### src/rtl/cpu_isa_pkg.sv
// Shared ISA definitions for the 16-bit pipeline: opcodes, field positions, NOP,
// and per-opcode register usage (writes rd / reads rs1 / reads rs2).
// Pure combinational helpers; no latency, no flow control.
package cpu_isa_pkg;

    localparam int ISA_W = 16;

    localparam logic [3:0] OP_NOP  = 4'h0;
    localparam logic [3:0] OP_ADD  = 4'h1;
    localparam logic [3:0] OP_SUB  = 4'h2;
    localparam logic [3:0] OP_NAND = 4'h3;
    localparam logic [3:0] OP_LW   = 4'h4;
    localparam logic [3:0] OP_SW   = 4'h5;
    localparam logic [3:0] OP_LI   = 4'h6;
    localparam logic [3:0] OP_BEQ  = 4'h7;

    localparam int OP_HI  = 15;
    localparam int OP_LO  = 12;
    localparam int RD_HI  = 11;
    localparam int RD_LO  = 9;
    localparam int RS1_HI = 8;
    localparam int RS1_LO = 6;
    localparam int RS2_HI = 5;
    localparam int RS2_LO = 3;

    localparam logic [ISA_W-1:0] NOP = 16'h0000;

    typedef logic [2:0] reg_idx_t;

    function automatic logic [3:0] op_of(input logic [ISA_W-1:0] ins);
        return ins[OP_HI:OP_LO];
    endfunction

    function automatic reg_idx_t rd_of(input logic [ISA_W-1:0] ins);
        return ins[RD_HI:RD_LO];
    endfunction

    function automatic reg_idx_t rs1_of(input logic [ISA_W-1:0] ins);
        return ins[RS1_HI:RS1_LO];
    endfunction

    function automatic reg_idx_t rs2_of(input logic [ISA_W-1:0] ins);
        return ins[RS2_HI:RS2_LO];
    endfunction

    function automatic logic writes_rd(input logic [ISA_W-1:0] ins);
        case (op_of(ins))
            OP_ADD, OP_SUB, OP_NAND, OP_LW, OP_LI: return 1'b1;
            default:                               return 1'b0;
        endcase
    endfunction

    function automatic logic uses_rs1(input logic [ISA_W-1:0] ins);
        case (op_of(ins))
            OP_ADD, OP_SUB, OP_NAND, OP_LW, OP_SW, OP_BEQ: return 1'b1;
            default:                                       return 1'b0;
        endcase
    endfunction

    function automatic logic uses_rs2(input logic [ISA_W-1:0] ins);
        case (op_of(ins))
            OP_ADD, OP_SUB, OP_NAND, OP_SW, OP_BEQ: return 1'b1;
            default:                                return 1'b0;
        endcase
    endfunction

endpackage

### src/rtl/regfile_8x16.sv
// Register file: two async read ports, one sync write port, r0 hardwired to zero.
// Latency: reads 0 cycles (same-cycle write data bypassed), write commits on the edge.
// Backpressure: none; writes always accepted.
module regfile_8x16 #(
    parameter int DATA_W = 16,
    parameter int NREG   = 8,
    localparam int AW    = $clog2(NREG)
) (
    input  logic              clk,
    input  logic              reset,
    input  logic [AW-1:0]     ra_addr,
    output logic [DATA_W-1:0] ra_dat,
    input  logic [AW-1:0]     rb_addr,
    output logic [DATA_W-1:0] rb_dat,
    input  logic              wr_en,
    input  logic [AW-1:0]     wr_addr,
    input  logic [DATA_W-1:0] wr_dat
);

    logic [DATA_W-1:0] regs [NREG];

    always_ff @(posedge clk or negedge reset) begin
        if (!reset) begin
            for (int i = 0; i < NREG; i++) regs[i] <= '0;
        end else if (wr_en && wr_addr != '0) begin
            regs[wr_addr] <= wr_dat;
        end
    end

    // Writeback data wins over the stored value so decode never needs a WB interlock.
    always_comb begin
        ra_dat = regs[ra_addr];
        if (ra_addr == '0)
            ra_dat = '0;
        else if (wr_en && wr_addr == ra_addr)
            ra_dat = wr_dat;
    end

    always_comb begin
        rb_dat = regs[rb_addr];
        if (rb_addr == '0)
            rb_dat = '0;
        else if (wr_en && wr_addr == rb_addr)
            rb_dat = wr_dat;
    end

endmodule

### src/rtl/decode_hazard_stage.sv
// Decode stage: IF/ID register, register file read, RAW interlock against EX/MEM.
// Latency: insout/rega/regb are the IF/ID register plus combinational read (0 added).
// Backpressure: dhazard holds IF/ID and fetch; STALL_COUNTER_EN enables the stall counter.
module decode_hazard_stage
    import cpu_isa_pkg::*;
#(
    parameter int DATA_W = 16,
    parameter int NREG   = 8,
    parameter int CNT_W  = 16,
    localparam int AW    = $clog2(NREG)
) (
    input  logic              clk,
    input  logic              reset,
    input  logic [DATA_W-1:0] ins_in,
    input  logic              ins_valid,
    input  logic              flush,
    input  logic              wb_en,
    input  logic [AW-1:0]     wb_addr,
    input  logic [DATA_W-1:0] wb_data,
    input  logic [DATA_W-1:0] ex_ins,
    input  logic [DATA_W-1:0] mem_ins,
    output logic [DATA_W-1:0] insout,
    output logic [DATA_W-1:0] rega,
    output logic [DATA_W-1:0] regb,
    output logic              dhazard,
    output logic              fetch_stall,
    output logic [CNT_W-1:0]  stall_count
);

    logic [DATA_W-1:0] ifid;
    logic              raw_hit;

    function automatic logic conflict(input reg_idx_t src, input logic [DATA_W-1:0] prod);
        return (src != '0) && writes_rd(prod) && (rd_of(prod) == src);
    endfunction

    always_ff @(posedge clk or negedge reset) begin
        if (!reset)
            ifid <= NOP;
        else if (flush)
            ifid <= NOP;
        else if (!dhazard)
            ifid <= ins_valid ? ins_in : NOP;
    end

    regfile_8x16 #(
        .DATA_W (DATA_W),
        .NREG   (NREG)
    ) u_regfile (
        .clk     (clk),
        .reset   (reset),
        .ra_addr (rs1_of(ifid)),
        .ra_dat  (rega),
        .rb_addr (rs2_of(ifid)),
        .rb_dat  (regb),
        .wr_en   (wb_en),
        .wr_addr (wb_addr),
        .wr_dat  (wb_data)
    );

    // Writeback is not checked: the regfile bypass already covers it.
    always_comb begin
        raw_hit = 1'b0;
        if (uses_rs1(ifid))
            raw_hit = raw_hit | conflict(rs1_of(ifid), ex_ins) | conflict(rs1_of(ifid), mem_ins);
        if (uses_rs2(ifid))
            raw_hit = raw_hit | conflict(rs2_of(ifid), ex_ins) | conflict(rs2_of(ifid), mem_ins);
    end

    assign dhazard     = raw_hit & ~flush;
    assign fetch_stall = dhazard;
    assign insout      = ifid;

`ifdef STALL_COUNTER_EN
    logic [CNT_W-1:0] stall_cnt_q;

    always_ff @(posedge clk or negedge reset) begin
        if (!reset)
            stall_cnt_q <= '0;
        else if (dhazard && stall_cnt_q != '1)
            stall_cnt_q <= stall_cnt_q + 1'b1;
    end

    assign stall_count = stall_cnt_q;
`else
    assign stall_count = '0;
`endif

endmodule
### config.mk
export PLATFORM = sky130hd
export DESIGN_NAME = decode_hazard_stage
export DESIGN_NICKNAME = d
export VERILOG_FILES = /design/src/rtl/cpu_isa_pkg.sv /design/src/rtl/regfile_8x16.sv /design/src/rtl/decode_hazard_stage.sv
export SDC_FILE = /design/constraint.sdc
export NUM_CORES = 1
export LEC_CHECK = 0
export ABC_AREA = 1
export CAP_MARGIN = 0
export CORE_MARGIN = 2
export CORE_UTILIZATION = 40
export DETAILED_ROUTE_END_ITERATION = 8
export GPL_TIMING_DRIVEN = 0
export PLACE_DENSITY = 0.61
export REMOVE_ABC_BUFFERS = 1
export SYNTH_ARGS = -nofsm -noshare
export SYNTH_HDL_FRONTEND = slang
export SYNTH_HIERARCHICAL = 1
export SYNTH_SLANG_ARGS = --single-unit
export TNS_END_PERCENT = 5
### constraint.sdc
create_clock -name clk -period 1.8 [get_ports clk]
set_input_delay 0.18 -clock clk [delete_from_list [all_inputs] [get_ports clk]]
set_output_delay 0.18 -clock clk [all_outputs]
set_load 0.01 [all_outputs]
==> results of run 1 <==
[placed cells by master, fill, tap and decap left out, drive strengths merged, types with 16 or more instances in the layout]
cell type	netlist	final
a21oi	20	20
buf	66	135
clkbuf	50	24
clkdlybuf4s50	0	60
conb	1	16
dfrtp	144	144
inv	46	47
nand2	523	524
nand3	226	226
nor2	120	120
o21ai	96	96
[layer usage]
layer | share of wire | vias to the layer above
met4 | 0.055 | 2
li1 | - | 4464
met2 | 0.47 | 572
met3 | 0.095 | 158
met1 | 0.38 | 4515
met5 | 0.00039 | -
[registers in the layout, indices dropped and copies added, names as in the netlist]
register	flops
insout	16
u_regfile/regs	128
[power by group through the flow]
| stage | Combinational, W | Clock, W | Sequential (W) |
|---|---|---|---|
| detailed placement | 0.00178 | 0 | 0.00424 |
| floorplan | 0.00113 | 0 | 0.00413 |
| global placement | 0.00171 | 0 | 0.00425 |
| global route | 0.00264 | 0.00410 | 0.00421 |
| CTS | 0.00226 | 0.00397 | 0.00412 |
| finish | 0.00241 | 0.00393 | 0.00415 |
[worst register-to-register path, stage by stage, from the launching register on]
cell,delay (ns)
dfrtp_4,0.51
buf_16,0.17
buf_12,0.13
nor3_1,0.22
nor2_1,0.07
nand3_1,0.10
nand2_2,0.09
nand2_8,0.10
buf_4,0.19
nand2_8,0.13
nand3_1,0.11
nand2_1,0.07
[logic make-up (layout without fill, tap and decap cells)]
group	count (synthesis)	in the layout	synth area share
compound gates	117	117	0.0683
buf+inv	163	289	0.0885
other cells	1	16	0.000426
flops	144	144	0.409
simple gates	888	889	0.434
[path summary, 6_finish.rpt]
check                                    start                  end  slack, ns  depth (start not counted)
max                                  insout[4]             regb[14]      -0.50                         11
min                                 ins_in[15]           insout[15]       0.30                          3
max reg2reg                          insout[7]            insout[8]      -0.21                         11
min reg2reg                u_regfile/regs[114]  u_regfile/regs[114]       0.40                          0
max in group asynchronous                reset            insout[5]       0.63                          3
min in group asynchronous                reset  u_regfile/regs[118]       0.31                          2
[cells in the mapped netlist]
library cell	instances
conb_1	1
nand2_8	1
nand4_1	15
nand2_2	6
nor2_1	106
nor2_8	1
buf_2	39
nor2_2	11
nand3_2	7
inv_1	35
dfrtp_1	144
nor2_4	2
nand2_1	512
a21oi_1	20
o31ai_4	1
clkinv_1	1
clkbuf_1	49
o21ai_0	96
buf_6	2
buf_4	23
nor3_2	2
buf_1	1
buf_12	1
nand2_4	4
nand3_1	219
clkbuf_2	1
nor3_1	2
inv_2	11
[stage by stage]
| step | hold WS, ns | utilization | std cells | worst slack (ns) |
|---|---|---|---|---|
| floorplan | -0.116 | - | 1212 | -1.87 |
| global placement | 0.387 | 0.443 | 1595 | -5.66 |
| detailed placement | 0.234 | 0.452 | 1602 | -2.10 |
| CTS | 0.293 | 0.548 | 1716 | -0.532 |
| global route | 0.329 | 0.564 | 1735 | -0.560 |
| finish | 0.303 | 0.564 | 1735 | -0.496 |
[cell type report]
cell class	instances	area, sq um	share of cell area
Multi-Input combinational cell	1022	4810	0.392
Sequential cell	144	3620	0.295
Clock buffer	21	460	0.0375
Timing Repair inverter	4	37.5	0.00306
Clock inverter	11	186	0.0152
Timing Repair Buffer	206	2540	0.207
Inverter	47	269	0.0219
Tap cell	280	350	0.0285
[timing repair]
action	in CTS	in global routing
pin swaps	53	31
setup endpoints to repair	105	92
buffers inserted	62	17
cloned	20	2
endpoints found under the hold margin	65	0
resized for setup	252	53
hold buffers	1	0
==> run_results.csv, run 1 <==
group,metric,value,unit
critical_path,cp_common_cell,"nor2_2",
power_and_ir_drop,ir_worst_vdd,533,uV
power_and_ir_drop,swShare,0.305,
clocking,clk_latency,0.42,ns
sta,min_period_over_period,1.28,
clocking,htreeDepth,4,
drt,vias,9711,
power_and_ir_drop,p_sw,0.00320,W
logic_synthesis,ys_ff_latch,144,
sta,slew_headroom,0.337,
sta,fmax,436,MHz
placed_design,io_buffers,103,
critical_path,worst_setup_path_end_kind,"output pin",
critical_path,cp.arrival,2.12,ns
layout,layout.nets,1514,
layout,antenna_cells,0,
layout,fillers,1988,
power_and_ir_drop,pwr-share-comb,0.229,
layout,drive_gt1_frac,0.195,
global_routing,grt_pass1_wl,53500,um
logic_synthesis,synthTopCellsByArea,"dfrtp_1 (41%), nand2_1 (22%), nand3_1 (12%)",
drt,post_drt_via_cell_ratio,5.60,
global_routing,gr-max-usage-layer,"met2",
logic_synthesis,syn-instance-count,1313,
drt,post_drt_wl_per_cell,20.7,um
power_and_ir_drop,clkPwrFrac,0.375,
power_and_ir_drop,fin_total_pwr,0.0105,W
critical_path,crit_fanout,17,
logic_synthesis,synthDominantCellAreaShare,0.409,
sta,layout_setup_ws,-0.496,ns
power_and_ir_drop,powerDensity,854,nW/um^2
drt,ant_nets,0,
critical_path,cp.required,1.62,ns
floorplan,row_count,54,
critical_path,path_cells,"buf_12 > clkinv_16 > nand2_1 > nand2_2 > nor2_8 > nand2_8 > clkinv_8 > buf_4 > nor2_2 > nor2_2 > buf_2",
floorplan,die_area,23200,sq um
run_status,status,"complete, but fails checks",
drt,routed_wl,36000,um
global_routing,grt_pass1_vias,9145,
placed_design,placed_area,9830,sq um
power_and_ir_drop,p_int,0.00729,W
global_routing,grt_max_degree,80,
layout,final_cell_area,12300,sq um
critical_path,slowest_stage,"dfrtp_2",
global_routing,use_met3,0.0597,
drt,drc_errors,0,
global_routing,gr-usage-met1,0.381,
clocking,cts_root_buffer,"clkbuf_16",
sta,hold_violations,0,
job,drv_cap,0,
global_routing,antenna_found_initial,1,
sta,drv_slew,0,
floorplan,start_util,0.405,
global_routing,track_usage,0.299,
sta,skew,0.00413,ns
clocking,clock_sinks,144,
sta,rsz0062_at_grt,"true",
placed_design,place_congestion,0.796,
floorplan,pin_count,138,
hold_path,hp-class,"in2reg",
logic_synthesis,synth.cell_area,8810,sq um
clocking,clk_path_buf_depth,2,
global_routing,gr-usage-met2,0.485,
clocking,cts_buffers,17,
logic_synthesis,synth.largest_area_cell,"dfrtp_1",
logic_synthesis,ys_types,28,
logic_synthesis,syn_avg_cell_area,6.71,sq um
clocking,cts.clk_slew.worst_paths,0.06,ns
critical_path,cp_top_family,"buffers and inverters",
critical_path,crit_buf_inv,5,
run_status,violations,"negative setup slack",
logic_synthesis,yosysSeqAreaShare,0.409,
critical_path,crit_type,"reg2out",
critical_path,max_stage_delay,0.40,ns
placed_design,dpl.hpwl,15400,um
critical_path,critPathLaunchType,"register",
clocking,cts_tree,"yes",
drt,drtIter0Drc,1195,
power_and_ir_drop,p_leak,5.88,nW
sta,worst_pin_slew,0.991,ns
power_and_ir_drop,pwr-share-seq,0.396,
floorplan,die_h,152,um
floorplan,floorplan.die.width,152,um
sta,period_needed,2.30,ns
global_routing,grt-ovfl-total,0,
drt,first_pass_iters,7,
sta,fin_tns_setup,-17.12,ns
sta,setup_viol,51,
logic_synthesis,ys_warn_count,6,
layout,area_growth,39.4,%
floorplan,core_area,21800,sq um
Power figures use the tool's default switching activity.
==> run 2, diff against run 1 <==
- CTS_CLUSTER_SIZE: unset -> 28
==> results of run 2 <==
Same layout as run 1: the final DEF is identical, and so are final timing and power.
==> run 3, diff against run 2 <==
- CTS_BUF_LIST: unset -> sky130_fd_sc_hd__clkbuf_4
- HOLD_SLACK_MARGIN: unset -> 0.05
- PLACE_DENSITY: 0.61 -> unset
==> run_results.csv, run 3 (synthesized netlist as in run 1, its figures left out) <==
group,metric,value,unit
run_status,status,"complete, but fails checks",
run_status,violations,"negative setup slack",
layout,final_util,0.520,
sta,layout_setup_ws,-0.721,ns
drt,drtIter0Drc,958,
power_and_ir_drop,p_leak,5.41,nW
drt,vias,9237,
global_routing,grt_pass1_wl,50500,um
global_routing,gr-usage-met1,0.362,
clocking,cts.clk_slew.worst_paths,0.14,ns
clocking,cts_buffers,17,
power_and_ir_drop,powerDensity,768,nW/um^2
sta,slew_headroom,0.297,
sta,hold_violations,0,
layout,largest_reg_flops,128,
critical_path,critPathLaunchType,"register",
layout,drive_gt1_frac,0.184,
floorplan,core_area,21800,sq um
power_and_ir_drop,ir_worst_vdd,403,uV
sta,worst_pin_slew,1.05,ns
layout,fillers,2165,
sta,period_needed,2.52,ns
critical_path,cp.required,1.62,ns
floorplan,row_count,54,
global_routing,grt-ovfl-total,0,
drt,first_pass_iters,5,
global_routing,grt_max_degree,85,
drt,drc_errors,0,
placed_design,place_congestion,0.770,
critical_path,crit_type,"reg2out",
clocking,clk_latency,0.58,ns
drt,post_drt_wl_per_cell,19.5,um
power_and_ir_drop,fin_total_pwr,0.00869,W
placed_design,io_buffers,103,
global_routing,track_usage,0.282,
floorplan,floorplan.die.width,152,um
critical_path,cp.arrival,2.34,ns
sta,fmax,397,MHz
sta,min_period_over_period,1.40,
floorplan,start_util,0.405,
sta,rsz0062_at_grt,"true",
clocking,cts_root_buffer,"clkbuf_4",
job,drv_cap,0,
clocking,clk_path_buf_depth,2,
sta,whs,0.140,ns
global_routing,antenna_found_initial,1,
layout,layout.nets,1481,
hold_path,hp-class,"in2reg",
layout,layout_common_cells,"nand2_1 (489), nand3_1 (208), dfrtp_1 (137)",
floorplan,die_area,23200,sq um
floorplan,pin_count,138,
sta,skew,0.00846,ns
clocking,cts_tree,"yes",
global_routing,gr-usage-met2,0.456,
floorplan,die_h,152,um
drt,ant_nets,0,
global_routing,use_met3,0.0535,
placed_design,dpl.hpwl,15600,um
critical_path,worst_setup_path_end_kind,"output pin",
global_routing,grt_pass1_vias,8692,
sta,drv_slew,0,
drt,post_drt_via_cell_ratio,5.42,
layout,top_register,"u_regfile/regs",
sta,setup_viol,54,
critical_path,crit_fanout,8,
global_routing,gr-max-usage-layer,"met2",
layout,final_common_cell,"nand2_1",
drt,routed_wl,33300,um
clocking,htreeDepth,4,
layout,area_growth,28.4,%
clocking,clock_sinks,144,
run 3: changes by cell type in the layout (fill, tap and decap cells not counted), sizes merged:
cell,previous run,this run
clkdlybuf4s50,60,59
diode,0,2
dlymetal6s2s,2,3
inv,47,53
clkinv,9,7
clkdlybuf4s15,2,1
bufbuf,2,0
buf,135,105
dlygate4sd2,1,0
bufinv,5,3
clkbuf,24,22
clkinvlp,1,2
run 3: where the power goes:
group | switching [W] | internal, W | total [W]
clock | 0.00136 | 0.00100 | 0.00236
combinational | 0.00131 | 0.000895 | 0.00220
sequential | 0.000396 | 0.00373 | 0.00413
run 3: repair_timing:
item	in CTS	in global routing
pin swaps	35	41
setup buffers	52	6
cloned	11	0
hold buffers	1	0
setup endpoints to repair	91	101
endpoints found under the hold margin	83	0
resized for setup	259	66
run 3: worst paths after layout:
kind                                startpoint                  end  slack [ns]  cells after the start
max reg2reg                          insout[6]            insout[7]       -0.14                     12
min in group asynchronous                reset   u_regfile/regs[92]        0.22                      2
min reg2reg                u_regfile/regs[117]  u_regfile/regs[117]        0.42                      0
max in group asynchronous                reset   u_regfile/regs[67]        0.77                      3
min                                 ins_in[15]           insout[15]        0.14                      3
max                                  insout[5]              regb[3]       -0.72                     10
run 3: stage by stage:
step / setup TNS (ns) / area (sq um) / std cells / setup slack [ns]
after CTS: -29.61 / 11100 / 1698 / -0.721
after global placement: -1084.39 / 9650 / 1595 / -5.61
after detailed placement: -136.60 / 9820 / 1603 / -2.22
final: -24.65 / 11300 / 1704 / -0.721
after global routing: -29.46 / 11300 / 1704 / -0.793
after floorplan: -67.94 / 8270 / 1212 / -1.87
run 3: cell type report:
type | count | area, sq um | share of cell area
flip-flops and latches | 144 | 3620 | 0.320
repair buffers | 173 | 1880 | 0.166
clock inverters | 14 | 180 | 0.0159
inverters | 47 | 258 | 0.0228
repair inverters | 4 | 47.5 | 0.00420
multi-input cells | 1022 | 4830 | 0.427
diodes | 2 | 5.00 | 0.000442
clock buffers | 18 | 135 | 0.0119
well taps | 280 | 350 | 0.0310
run 3: worst max-delay path: stages, from the launching register on:
cell and delay (ns):
dfrtp_4 0.58, buf_12 0.16, nand2_4 0.07, nand2_4 0.06, nor2_8 0.18, nand2_4 0.11, inv_8 0.11, buf_12 0.16
nor2_2 0.06, nor2_2 0.13, buf_2 0.15
run 3: metal layers:
layer,wire [um],vias up,part of all wire
li1,-,4396,-
met1,13400,4279,0.40
met2,15500,448,0.47
met3,2750,114,0.083
met4,1560,0,0.047
met5,0,-,0
